## src/rtl/controle_cancela_if.sv

```systemverilog
// rtl/controle_cancela_if.sv - link between the gate controller and the 20 s timer
interface controle_cancela_if;
   logic timer_on;
   logic timer_rest;
   logic tempo_20s;

   modport master (output timer_on, output timer_rest, input tempo_20s);
   modport slave  (input timer_on, input timer_rest, output tempo_20s);
endinterface

```

## src/rtl/controle_cancela.sv

```systemverilog
// rtl/controle_cancela.sv - barrier FSM with travel supervision; CONTADOR_VEICULOS_EN enables the passage counter
module controle_cancela #(
   parameter int T_MOTOR = 8,
   parameter int W_MOTOR = 4
) (
   input  logic                clk,
   input  logic                rest,
   input  logic                acesso_ok,
   input  logic                sensor_passagem,
   input  logic                fim_aberta,
   input  logic                fim_fechada,
   input  logic                limpa_falha,
   controle_cancela_if.master  tmr,
   output logic                motor_abrir,
   output logic                motor_fechar,
   output logic                luz_verde,
   output logic                luz_vermelha,
   output logic                alarme,
   output logic [7:0]          n_veiculos
);

   typedef enum logic [2:0] {
      FECHADA  = 3'd0,
      ABRINDO  = 3'd1,
      ABERTA   = 3'd2,
      FECHANDO = 3'd3,
      FALHA    = 3'd4
   } estado_t;

   localparam logic [W_MOTOR-1:0] CNT_LIM = W_MOTOR'(T_MOTOR - 1);

   estado_t              estado, prox;
   logic [W_MOTOR-1:0]   cnt, prox_cnt;
   logic                 pede_rest;

   always_comb begin
      prox      = estado;
      prox_cnt  = cnt;
      pede_rest = 1'b0;
      case (estado)
         FECHADA: begin
            if (acesso_ok) begin
               prox     = ABRINDO;
               prox_cnt = '0;
            end
         end
         ABRINDO: begin
            if (fim_aberta && fim_fechada)
               prox = FALHA;
            else if (fim_aberta)
               prox = ABERTA;
            else if (cnt == CNT_LIM)
               prox = FALHA;
            else if (cnt != '1)
               prox_cnt = cnt + 1'b1;
         end
         ABERTA: begin
            // A vehicle or a fresh grant keeps the gate open and restarts the window
            if (sensor_passagem || acesso_ok)
               pede_rest = 1'b1;
            else if (tmr.tempo_20s) begin
               prox     = FECHANDO;
               prox_cnt = '0;
            end
         end
         FECHANDO: begin
            if (fim_aberta && fim_fechada)
               prox = FALHA;
            else if (sensor_passagem || acesso_ok) begin
               prox     = ABRINDO;
               prox_cnt = '0;
            end else if (fim_fechada)
               prox = FECHADA;
            else if (cnt == CNT_LIM)
               prox = FALHA;
            else if (cnt != '1)
               prox_cnt = cnt + 1'b1;
         end
         FALHA: begin
            if (limpa_falha) begin
               prox     = fim_fechada ? FECHADA : FECHANDO;
               prox_cnt = '0;
            end
         end
         default: begin
            prox     = FECHADA;
            prox_cnt = '0;
         end
      endcase
   end

   // Outputs are registered from the next state so they change together with it
   always_ff @(posedge clk or posedge rest) begin
      if (rest) begin
         estado         <= FECHADA;
         cnt            <= '0;
         tmr.timer_rest <= 1'b0;
         tmr.timer_on   <= 1'b0;
         motor_abrir    <= 1'b0;
         motor_fechar   <= 1'b0;
         luz_verde      <= 1'b0;
         luz_vermelha   <= 1'b1;
         alarme         <= 1'b0;
      end else begin
         estado         <= prox;
         cnt            <= prox_cnt;
         tmr.timer_rest <= pede_rest;
         tmr.timer_on   <= (prox == ABERTA);
         motor_abrir    <= (prox == ABRINDO);
         motor_fechar   <= (prox == FECHANDO);
         luz_verde      <= (prox == ABERTA);
         luz_vermelha   <= (prox != ABERTA);
         alarme         <= (prox == FALHA);
      end
   end

`ifdef CONTADOR_VEICULOS_EN
   logic       sensor_q;
   logic [7:0] contagem;

   always_ff @(posedge clk or posedge rest) begin
      if (rest) begin
         sensor_q <= 1'b0;
         contagem <= 8'd0;
      end else begin
         sensor_q <= sensor_passagem;
         if (estado == ABERTA && sensor_q && !sensor_passagem)
            contagem <= contagem + 8'd1;
      end
   end

   assign n_veiculos = contagem;
`else
   assign n_veiculos = 8'd0;
`endif

endmodule

```

## src/flat_wrapper.sv

```systemverilog
// flat-port wrapper written by rule: the top's interface ports become plain ports
module controle_cancela_flat 
#(
   parameter int T_MOTOR = 8,
   parameter int W_MOTOR = 4
)
  (clk, rest, acesso_ok, sensor_passagem, fim_aberta, fim_fechada, limpa_falha, motor_abrir, motor_fechar, luz_verde, luz_vermelha, alarme, n_veiculos, tmr_timer_on, tmr_timer_rest, tmr_tempo_20s);
  controle_cancela_if tmr_i ();
  input  logic clk;
  input  logic rest;
  input  logic acesso_ok;
  input  logic sensor_passagem;
  input  logic fim_aberta;
  input  logic fim_fechada;
  input  logic limpa_falha;
  output logic motor_abrir;
  output logic motor_fechar;
  output logic luz_verde;
  output logic luz_vermelha;
  output logic alarme;
  output logic [7:0] n_veiculos;
  output wire logic [$bits(tmr_i.timer_on)-1:0] tmr_timer_on;
  output wire logic [$bits(tmr_i.timer_rest)-1:0] tmr_timer_rest;
  input wire logic [$bits(tmr_i.tempo_20s)-1:0] tmr_tempo_20s;
  assign tmr_timer_on = tmr_i.timer_on;
  assign tmr_timer_rest = tmr_i.timer_rest;
  assign tmr_i.tempo_20s = tmr_tempo_20s;
  controle_cancela #(.T_MOTOR(T_MOTOR), .W_MOTOR(W_MOTOR)) u_core (.clk(clk), .rest(rest), .acesso_ok(acesso_ok), .sensor_passagem(sensor_passagem), .fim_aberta(fim_aberta), .fim_fechada(fim_fechada), .limpa_falha(limpa_falha), .tmr(tmr_i), .motor_abrir(motor_abrir), .motor_fechar(motor_fechar), .luz_verde(luz_verde), .luz_vermelha(luz_vermelha), .alarme(alarme), .n_veiculos(n_veiculos));
endmodule
```

## config.mk

```make
export PLATFORM = sky130hd
export DESIGN_NAME = controle_cancela_flat
export DESIGN_NICKNAME = d
export VERILOG_FILES = /design/src/rtl/controle_cancela_if.sv /design/src/rtl/controle_cancela.sv /design/src/flat_wrapper.sv
export SDC_FILE = /design/constraint.sdc
export NUM_CORES = 1
export LEC_CHECK = 0
export ABC_AREA = 1
export BUFFER_PORTS_ARGS = -buffer_cell sky130_fd_sc_hd__buf_2
export CAP_MARGIN = 5
export CORE_MARGIN = 4
export CORE_UTILIZATION = 40
export CTS_BUF_LIST = sky130_fd_sc_hd__clkbuf_16
export DETAILED_ROUTE_END_ITERATION = 12
export HOLD_SLACK_MARGIN = 0.12
export SETUP_SLACK_MARGIN = 0.4
export SYNTH_ARGS = -nofsm -noshare
export SYNTH_HDL_FRONTEND = slang
export SYNTH_SLANG_ARGS = --single-unit
```

## constraint.sdc

```tcl
create_clock -name clk -period 1.8 [get_ports clk]
set_clock_uncertainty 0.05 [all_clocks]
set_input_delay 0.36 -clock clk [delete_from_list [all_inputs] [get_ports clk]]
set_output_delay 0.36 -clock clk [all_outputs]
set_load 0.02 [all_outputs]
```

# Yosys cells after proc, flatten, opt, wreduce, memory -nomap -nowiden
# Cells that the tools add are included.
# totals
register_bits	13
input_bits	8
out_inout_bits	15
wordCells	58
# classes
n_addsub	1
eq_ne	19
mux	26
reduce_logical	4
# ops
operator	count
4-bit two-way mux	11
3-bit two-way mux	10
4-bit case mux with 5 select lines	1
3-bit case mux with 5 select lines	1
2-bit inequality test, second input constant	7
3-bit by 2-bit equality test with 1-bit output, second input constant	4
8-bit AND reduction	1
3-bit by 1-bit equality test with 1-bit output, second input constant	2
3-bit equality test, second input constant	2
3-bit by 2-bit inequality test with 1-bit output, second input constant	2
4-bit by 1-bit adder with 4-bit output, second input constant	1
4-bit by 3-bit equality test with 1-bit output, second input constant	1
4-bit inequality test, second input constant	1
3-bit zero test	1
1-bit two-way mux	2
2-bit two-way mux	1
1-bit logical AND	1
1-bit logical OR	1

# Depth between registers and ports, before layout
# Gate-level depths: netlist (run 1).
# depth
ltp_word	7
ltp_mapped	10
ltp_nobuf	9

# Worst setup path before layout (run 1)
# Ideal clock, no wire load.
# synth_timing
kind	register -> register
from	register u_core.cnt[0]
to	register u_core.motor_abrir
setup_time_ns	0.118
arrival_time_ns	1.176
t_required_ns	1.632
slack_ns	0.456
path_stages_with_launch	8
path_buffers	0
period_less_slack_ns	1.344
cell_sequence	dfrtp_1 > ha_1 > nand3_1 > inv_1 > nor2_2 > nor2_4 > inv_2 > nor2_1
# synth_between
elab_chain_cells	7
elab_cells_between_ends	9
cone_classes	eq/ne: 2; mux: 7
# synth_rtl
element	line_no	rtl
from (decl)	controle_cancela.sv:33	logic [W_MOTOR-1:0] cnt, prox_cnt;
from (signal assigned)	controle_cancela.sv:106	cnt <= prox_cnt;
4-bit by 3-bit equality test with 1-bit output (*)	controle_cancela.sv:52, controle_cancela.sv:74	
3-bit two-way mux (*)	controle_cancela.sv:52, controle_cancela.sv:74	
3-bit two-way mux	controle_cancela.sv:72	end else if (fim_fechada)
3-bit two-way mux	controle_cancela.sv:69	else if (sensor_passagem || acesso_ok) begin
3-bit two-way mux	controle_cancela.sv:67	if (fim_aberta && fim_fechada)
3-bit case mux with 5 select lines (*)	controle_cancela.sv:40	case (estado)
named net u_core.prox[1]	controle_cancela.sv:32	estado_t estado, prox;
3-bit by 1-bit equality test with 1-bit output (*)	controle_cancela.sv:109	motor_abrir <= (prox == ABRINDO);
to (signal assigned)	controle_cancela.sv:109	
to (decl)	controle_cancela.sv:14	output logic motor_abrir,
# The timed path passes the listed nets; every way through them passes the cells marked *.
# A chain may end at the register's enable or synchronous reset.

# Worst setup path after layout (run 1)
# layout_timing
from	register u_core.estado[2]
to	register u_core.motor_fechar
# layout_between
elab_chain_cells	6
elab_cells_between_ends	17
cone_classes	eq/ne: 5; mux: 11; reduce/logical: 1
# layout_rtl
element	line_no	rtl
from (decl)	controle_cancela.sv:32	
from (signal assigned)	controle_cancela.sv:105	estado <= prox;
3-bit two-way mux	controle_cancela.sv:52, controle_cancela.sv:74	
3-bit two-way mux	controle_cancela.sv:72	
3-bit two-way mux	controle_cancela.sv:69	
3-bit two-way mux	controle_cancela.sv:67	
3-bit case mux with 5 select lines (*)	controle_cancela.sv:40	
3-bit by 2-bit equality test with 1-bit output (*)	controle_cancela.sv:110	motor_fechar <= (prox == FECHANDO);
to (signal assigned)	controle_cancela.sv:110	
to (decl)	controle_cancela.sv:15	output logic motor_fechar,
# Every way passes the cells marked *; elsewhere a longest branch is shown, timed or not.

==> impl_metrics.csv, run 1 <==
group,metric,value,unit
pwr,power_frac_comb,0.467,
pwr,p_leak,0.000660,uW
cts,htreeDepth,1,
final_layout,num-fill-cells,223,
grt,antenna_found_initial,0,
floorplanning,die_w,56.8,um
grt,grtUsageTotal,0.131,
synthesis,syn_inst,134,
timing,fmax,719,MHz
worst_setup_path,worst_ep_required_time,1.92,ns
detailed_routing,wirelength,2050,um
cts,cts_root_buf,"clkbuf_16",
placed_design,place.port_buffers,14,
run_status,status,"finished, final reports clean",
cts,cts_buffers,3,
synthesis,synth_edf_count,0,
timing,setup_viol,0,
job,maxCapViolations,0,
cts,path_clk_slew,0.05,ns
worst_setup_path,reg2reg_slack,0.41,ns
timing,hold_viol,0,
cts,cts.sinks,13,
detailed_routing,drcViolationCount,0,
worst_setup_path,start_kind,"flip-flop",
placed_design,gp_congestion,0.964,
timing,period_minus_slack,1.39,ns
cts,cts_tree,"yes",
grt,grt_pass1_vias,792,
synthesis,syn-cell-area,951,sq um
grt,grt_pass1_wl,3350,um
detailed_routing,wire_per_inst,11.4,um
pwr,p_int,1000,uW
cts,clk_path_buf_depth,2,
pwr,seq_power_share,0.300,
pwr,power_frac_clock,0.233,
pwr,p_per_area,1520,nW/um^2
synthesis,ys_warn_count,0,
hold_path,hold_end,"u_core.estado[2]",
synthesis,ys_seq_area_frac,0.343,
hold_path,hold_path_class,"in2reg",
hold_path,whs_path_depth,3,
detailed_routing,first_pass_iters,4,
pwr,p_sw,749,uW
final_layout,syn2layout_area_growth,21.2,%
pwr,switching_share,0.428,
synthesis,yosysTopAreaCell,"dfrtp_1",
final_layout,drive_above_1_share,0.336,
hold_path,min_from,"limpa_falha",
final_layout,antenna_cells,0,
synthesis,async_reset_ff_frac,1.00,
floorplanning,rows,17,
synthesis,ys_ff_latch,13,
worst_setup_path,path_class,"reg2reg",
floorplanning,core,2230,sq um
synthesis,synthDistinctLibCells,26,
grt,globalRouteOverflowTotal,0,
worst_setup_path,cp_max_fo,6,
timing,timing.hold.ws,0.408,ns
detailed_routing,vias,879,
worst_setup_path,r2r-end,"u_core.motor_fechar",
synthesis,synth_top_area_share,0.316,
synthesis,synth.avg_cell_area,7.10,sq um
placed_design,hpwlAfterDp,1590,um
worst_setup_path,worst_ep_arrival_time,1.51,ns
detailed_routing,drt_iter0_markers,17,
grt,grt_max_degree,14,
worst_setup_path,reg2reg_from,"u_core.estado[2]",
synthesis,synth_area_leaders,"dfrtp_1, nand2_1, nand3_1, buf_4, inv_1",
detailed_routing,drt-vias-per-instance,4.88,
floorplanning,io_pins,23,
pwr,ir_worst_vdd,0.706,mV
detailed_routing,ant_nets,0,
floorplanning,die_height,56.8,um
floorplanning,start_util,0.426,
final_layout,fin_nets,162,
final_layout,seq_area,332,sq um
final_layout,multi_input_area,518,sq um
worst_setup_path,worstSetupEndpointType,"flip-flop",
timing,finalCritPeriodShare,0.773,
synthesis,synth_flop_cell,"dfrtp_1",
timing,drv_slew,0,
worst_setup_path,reg2reg_depth,5,
timing,setup_tns,0,ns
floorplanning,dieArea,3220,sq um
cts,clock_latency,0.24,ns
timing,rsz0062_at_grt,"yes",
==> what timing repair did <==
| action | 4_1_cts | 5_1_grt |
|---|---|---|
| resized for setup | 7 | 3 |
| cloned | 0 | 0 |
| hold buffers | 1 | 0 |
| buffers inserted | 1 | 2 |
| setup endpoints to repair | 12 | 10 |
| hold endpoints to repair | 12 | 0 |
==> cell usage in the layout, fill, tap and decap left out, types with 4 or more instances in the layout <==
master   synthesis  routed
nor2_1           9       9
nand4_1          8       8
nand2_2          4       5
nand3_1         16      15
dfrtp_1         12       8
nand2_1         31      30
inv_2            4       4
nor2_2           7       5
inv_1           17      17
conb_1           1       8
buf_2            1      14
dfrtp_2          0       4
==> cell type report <==
| type | count | area share |
|---|---|---|
| clock inverters | 1 | 0.00434 |
| repair buffers | 18 | 0.0890 |
| clock buffers | 3 | 0.0651 |
| multi-input cells | 95 | 0.450 |
| well taps | 28 | 0.0304 |
| flip-flops and latches | 13 | 0.288 |
| inverters | 22 | 0.0738 |
==> kinds of logic after synthesis <==
logic type,synth area share
AOI/OAI and AO/OA,0.0276
adders and majority gates,0.0132
other,0.00394
DFF,0.343
and+or+nand+nor,0.441
buffers and inverters,0.171
==> routing by layer <==
layer / track usage / wire length [um]
met5: 0 / 0
met4: 0.0629 / 22
met3: 0.0207 / 112
met2: 0.206 / 940
met1: 0.173 / 971
==> synthesized netlist by cell type, types with 2 or more instances <==
library cell,count
nand3_2,2
buf_4,9
nor2_1,9
nand2_1,31
nor2_2,7
nand2_2,4
dfrtp_1,12
nand4_1,8
inv_2,4
inv_1,17
nand3_1,16
==> worst max-delay path, cell delays in order, from the launching register on <==
cell,delay [ns]
dfrtp_2,0.47
nor3_4,0.33
nand4_1,0.16
nand3_1,0.16
nor2_4,0.05
nor2_1,0.09
==> sequential cells by signal (all words and copies together) (netlist names) <==
| signal | count |
|---|---|
| u_core.alarme | 1 |
| u_core.luz_vermelha | 1 |
| u_core.motor_abrir | 1 |
| u_core.tmr.timer_on | 1 |
| u_core.cnt | 4 |
| u_core.motor_fechar | 1 |
| u_core.tmr.timer_rest | 1 |
| u_core.estado | 3 |
==> power by group through the flow <==
stage / logic [uW] / registers, uW / clock network [uW]
after floorplan: 555 / 543 / 0
after detailed placement: 726 / 521 / 0
after global placement: 718 / 520 / 0
after global routing: 917 / 540 / 428
after CTS: 767 / 526 / 412
final: 817 / 524 / 408
==> metrics by stage <==
step / setup slack, ns / area (sq um) / instances / utilization / total power, uW
3_3_place_gp: 0.260 / 1000 / 172 / 0.450 / 1240
4_1_cts: 0.405 / 1120 / 178 / 0.504 / 1710
2_1_floorplan: 0.456 / 977 / 141 / - / 1100
5_1_grt: 0.311 / 1150 / 180 / 0.516 / 1890
6_report: 0.409 / 1150 / 180 / 0.516 / 1750
3_5_place_dp: 0.258 / 1000 / 172 / 0.450 / 1250
==> worst max path at each step <==
stage,startpoint,endpoint,cells past startpoint
6_report,u_core.estado[2],u_core.motor_fechar,5
3_5_place_dp,u_core.cnt[0],u_core.motor_fechar,8
2_1_floorplan,u_core.cnt[0],u_core.motor_abrir,7
4_1_cts,u_core.estado[0],u_core.cnt[1],9
3_3_place_gp,u_core.cnt[0],u_core.cnt[1],8
5_1_grt,u_core.estado[1],u_core.cnt[3],9
Power figures use the tool's default switching activity.
==> run 2: changes to the inputs <==
- clock period: 1.8 -> 1.25 ns (I/O delays scaled with it)
==> impl_metrics.csv, run 2 (synthesis gave the netlist of run 1 again) <==
group,metric,value,unit
run_status,status,"finished, violations left",
run_status,violations,"hold timing, setup timing",
timing,hold_viol,12,
placed_design,hpwlAfterDp,1860,um
final_layout,most-common-layout-cells,"nand2_1, buf_4, inv_1",
detailed_routing,routed-wl-met2,1290,um
cts,cts_tree,"yes",
cts,htreeDepth,1,
timing,timing.hold.ws,-0.0242,ns
pwr,p_sw,1250,uW
detailed_routing,drcViolationCount,0,
timing,slew_headroom,0.664,
pwr,power_frac_clock,0.201,
detailed_routing,highest_layer,"met3",
final_layout,fin_util,0.624,
detailed_routing,ant_nets,0,
timing,layout_setup_ws,-0.0932,ns
worst_setup_path,worst_ep_required_time,1.32,ns
timing,fmax,744,MHz
cts,cts_buffers,3,
grt,grtUsageTotal,0.167,
grt,grt_max_degree,14,
grt,grt_pass1_wl,4220,um
floorplanning,die_height,56.8,um
worst_setup_path,cp_max_fo,8,
final_layout,drive_above_1_share,0.467,
floorplanning,rows,17,
pwr,seq_power_share,0.259,
timing,setup_viol,12,
grt,globalRouteOverflowTotal,0,
floorplanning,dieArea,3220,sq um
timing,period_minus_slack,1.34,ns
detailed_routing,vias,919,
final_layout,stdcell_area,1390,sq um
detailed_routing,wirelength,2390,um
detailed_routing,drt_iter0_markers,17,
detailed_routing,routed-wl-met3,78,um
pwr,p_leak,0.000759,uW
worst_setup_path,start_kind,"flip-flop",
final_layout,antenna_cells,0,
grt,grt_pass1_vias,936,
placed_design,gp_congestion,0.908,
hold_path,hold_path_class,"in2async",
worst_setup_path,worst_ep_arrival_time,1.42,ns
grt,antenna_found_initial,0,
placed_design,place.port_buffers,14,
worst_setup_path,path_class,"reg2reg",
pwr,switching_share,0.417,
final_layout,fin_nets,179,
pwr,finalPower,2990,uW
placed_design,place_area,1180,sq um
floorplanning,io_pins,23,
detailed_routing,first_pass_iters,4,
floorplanning,core,2230,sq um
cts,clock_latency,0.24,ns
final_layout,layout_commonest_cell,"nand2_1",
worst_setup_path,worstSetupEndpointType,"flip-flop",
detailed_routing,routedLengthMet1,1020,um
detailed_routing,wire_per_inst,12.1,um
cts,cts.sinks,13,
pwr,p_per_area,2140,nW/um^2
detailed_routing,drt-vias-per-instance,4.66,
pwr,p_int,1740,uW
final_layout,top_register,"u_core.cnt",
cts,cts_root_buf,"clkbuf_16",
timing,finalCritPeriodShare,1.07,
final_layout,num-fill-cells,195,
job,maxCapViolations,0,
pwr,ir_worst_vdd,1.59,mV
worst_setup_path,reg2reg_depth,8,
final_layout,largestRegisters,"u_core.cnt x4, u_core.estado x3",
timing,tightestPinTransition,0.504,ns
pwr,power_frac_comb,0.540,
cts,path_clk_slew,0.05,ns
timing,drv_slew,0,
final_layout,syn2layout_area_growth,46.6,%
cts,clk_path_buf_depth,2,
floorplanning,start_util,0.426,
timing,rsz0062_at_grt,"yes",
floorplanning,die_w,56.8,um
final_layout,largest_register_ffs,4,
## run 2: cell count changes in the layout (fill, tap and decap cells not counted), sizes merged
cell / change
inv: +1
buf: +18
clkinv: -1
dlygate4sd3: -1
## run 2: final timing paths
| check | startpoint | end | slack [ns] |
|---|---|---|---|
| setup reg to reg | u_core.estado[2] | u_core.cnt[3] | -0.09 |
| max in group asynchronous | rest | u_core.estado[1] | 0.80 |
| setup / recovery | u_core.estado[2] | u_core.cnt[3] | -0.09 |
| hold / removal | rest | u_core.cnt[2] | -0.02 |
| hold reg to reg | u_core.cnt[3] | u_core.cnt[3] | 0.57 |
| min in group clk | limpa_falha | u_core.alarme | 0.38 |
## run 2: final cells by class
class | instances | area (sq um) | share of cell area
Sequential cell | 13 | 332 | 0.238
Tap cell | 28 | 35.0 | 0.0251
Multi-Input combinational cell | 95 | 589 | 0.423
Timing Repair Buffer | 35 | 272 | 0.195
Inverter | 22 | 87.6 | 0.0628
Clock buffer | 3 | 75.1 | 0.0539
Clock inverter | 1 | 3.75 | 0.00269
## run 2: stage by stage
| stage | setup TNS [ns] | std cells | setup slack, ns | hold slack (ns) |
|---|---|---|---|---|
| floorplan | 0 | 141 | 0.0210 | 0.0760 |
| global placement | -0.917 | 188 | -0.107 | 0.249 |
| detailed placement | -1.01 | 188 | -0.124 | 0.265 |
| CTS | -0.571 | 195 | -0.0838 | 0.00717 |
| global route | -1.78 | 197 | -0.214 | 0.0388 |
| finish | -0.721 | 197 | -0.0932 | -0.0242 |
## run 2: repair_timing
item,4_1_cts,5_1_grt
endpoints found under the hold margin,12,12
pin swaps,7,4
gates resized for setup,28,1
setup endpoints to repair,20,20
setup buffers,3,2
## run 2: power by group through the flow
stage / Sequential, uW / Clock [uW] / Combinational [uW]
floorplan: 812 / 0 / 891
global placement: 742 / 0 / 1310
detailed placement: 747 / 0 / 1340
CTS: 780 / 607 / 1560
global route: 793 / 634 / 1780
finish: 774 / 600 / 1610
## run 2: critical path: stages, from the launching register on
cell	delay [ns]
dfrtp_2	0.47
inv_4	0.13
nand4_1	0.11
nor2_2	0.14
nor2_4	0.07
nand2_2	0.11
inv_2	0.04
nand2_1	0.05
nand2_1	0.04
## run 2: metal layers
| metal | global-route usage | up-vias |
|---|---|---|
| met5 | 0 | - |
| met4 | 0.0331 | 0 |
| met3 | 0.0368 | 0 |
| met2 | 0.312 | 11 |
| met1 | 0.193 | 426 |
| li1 | - | 482 |
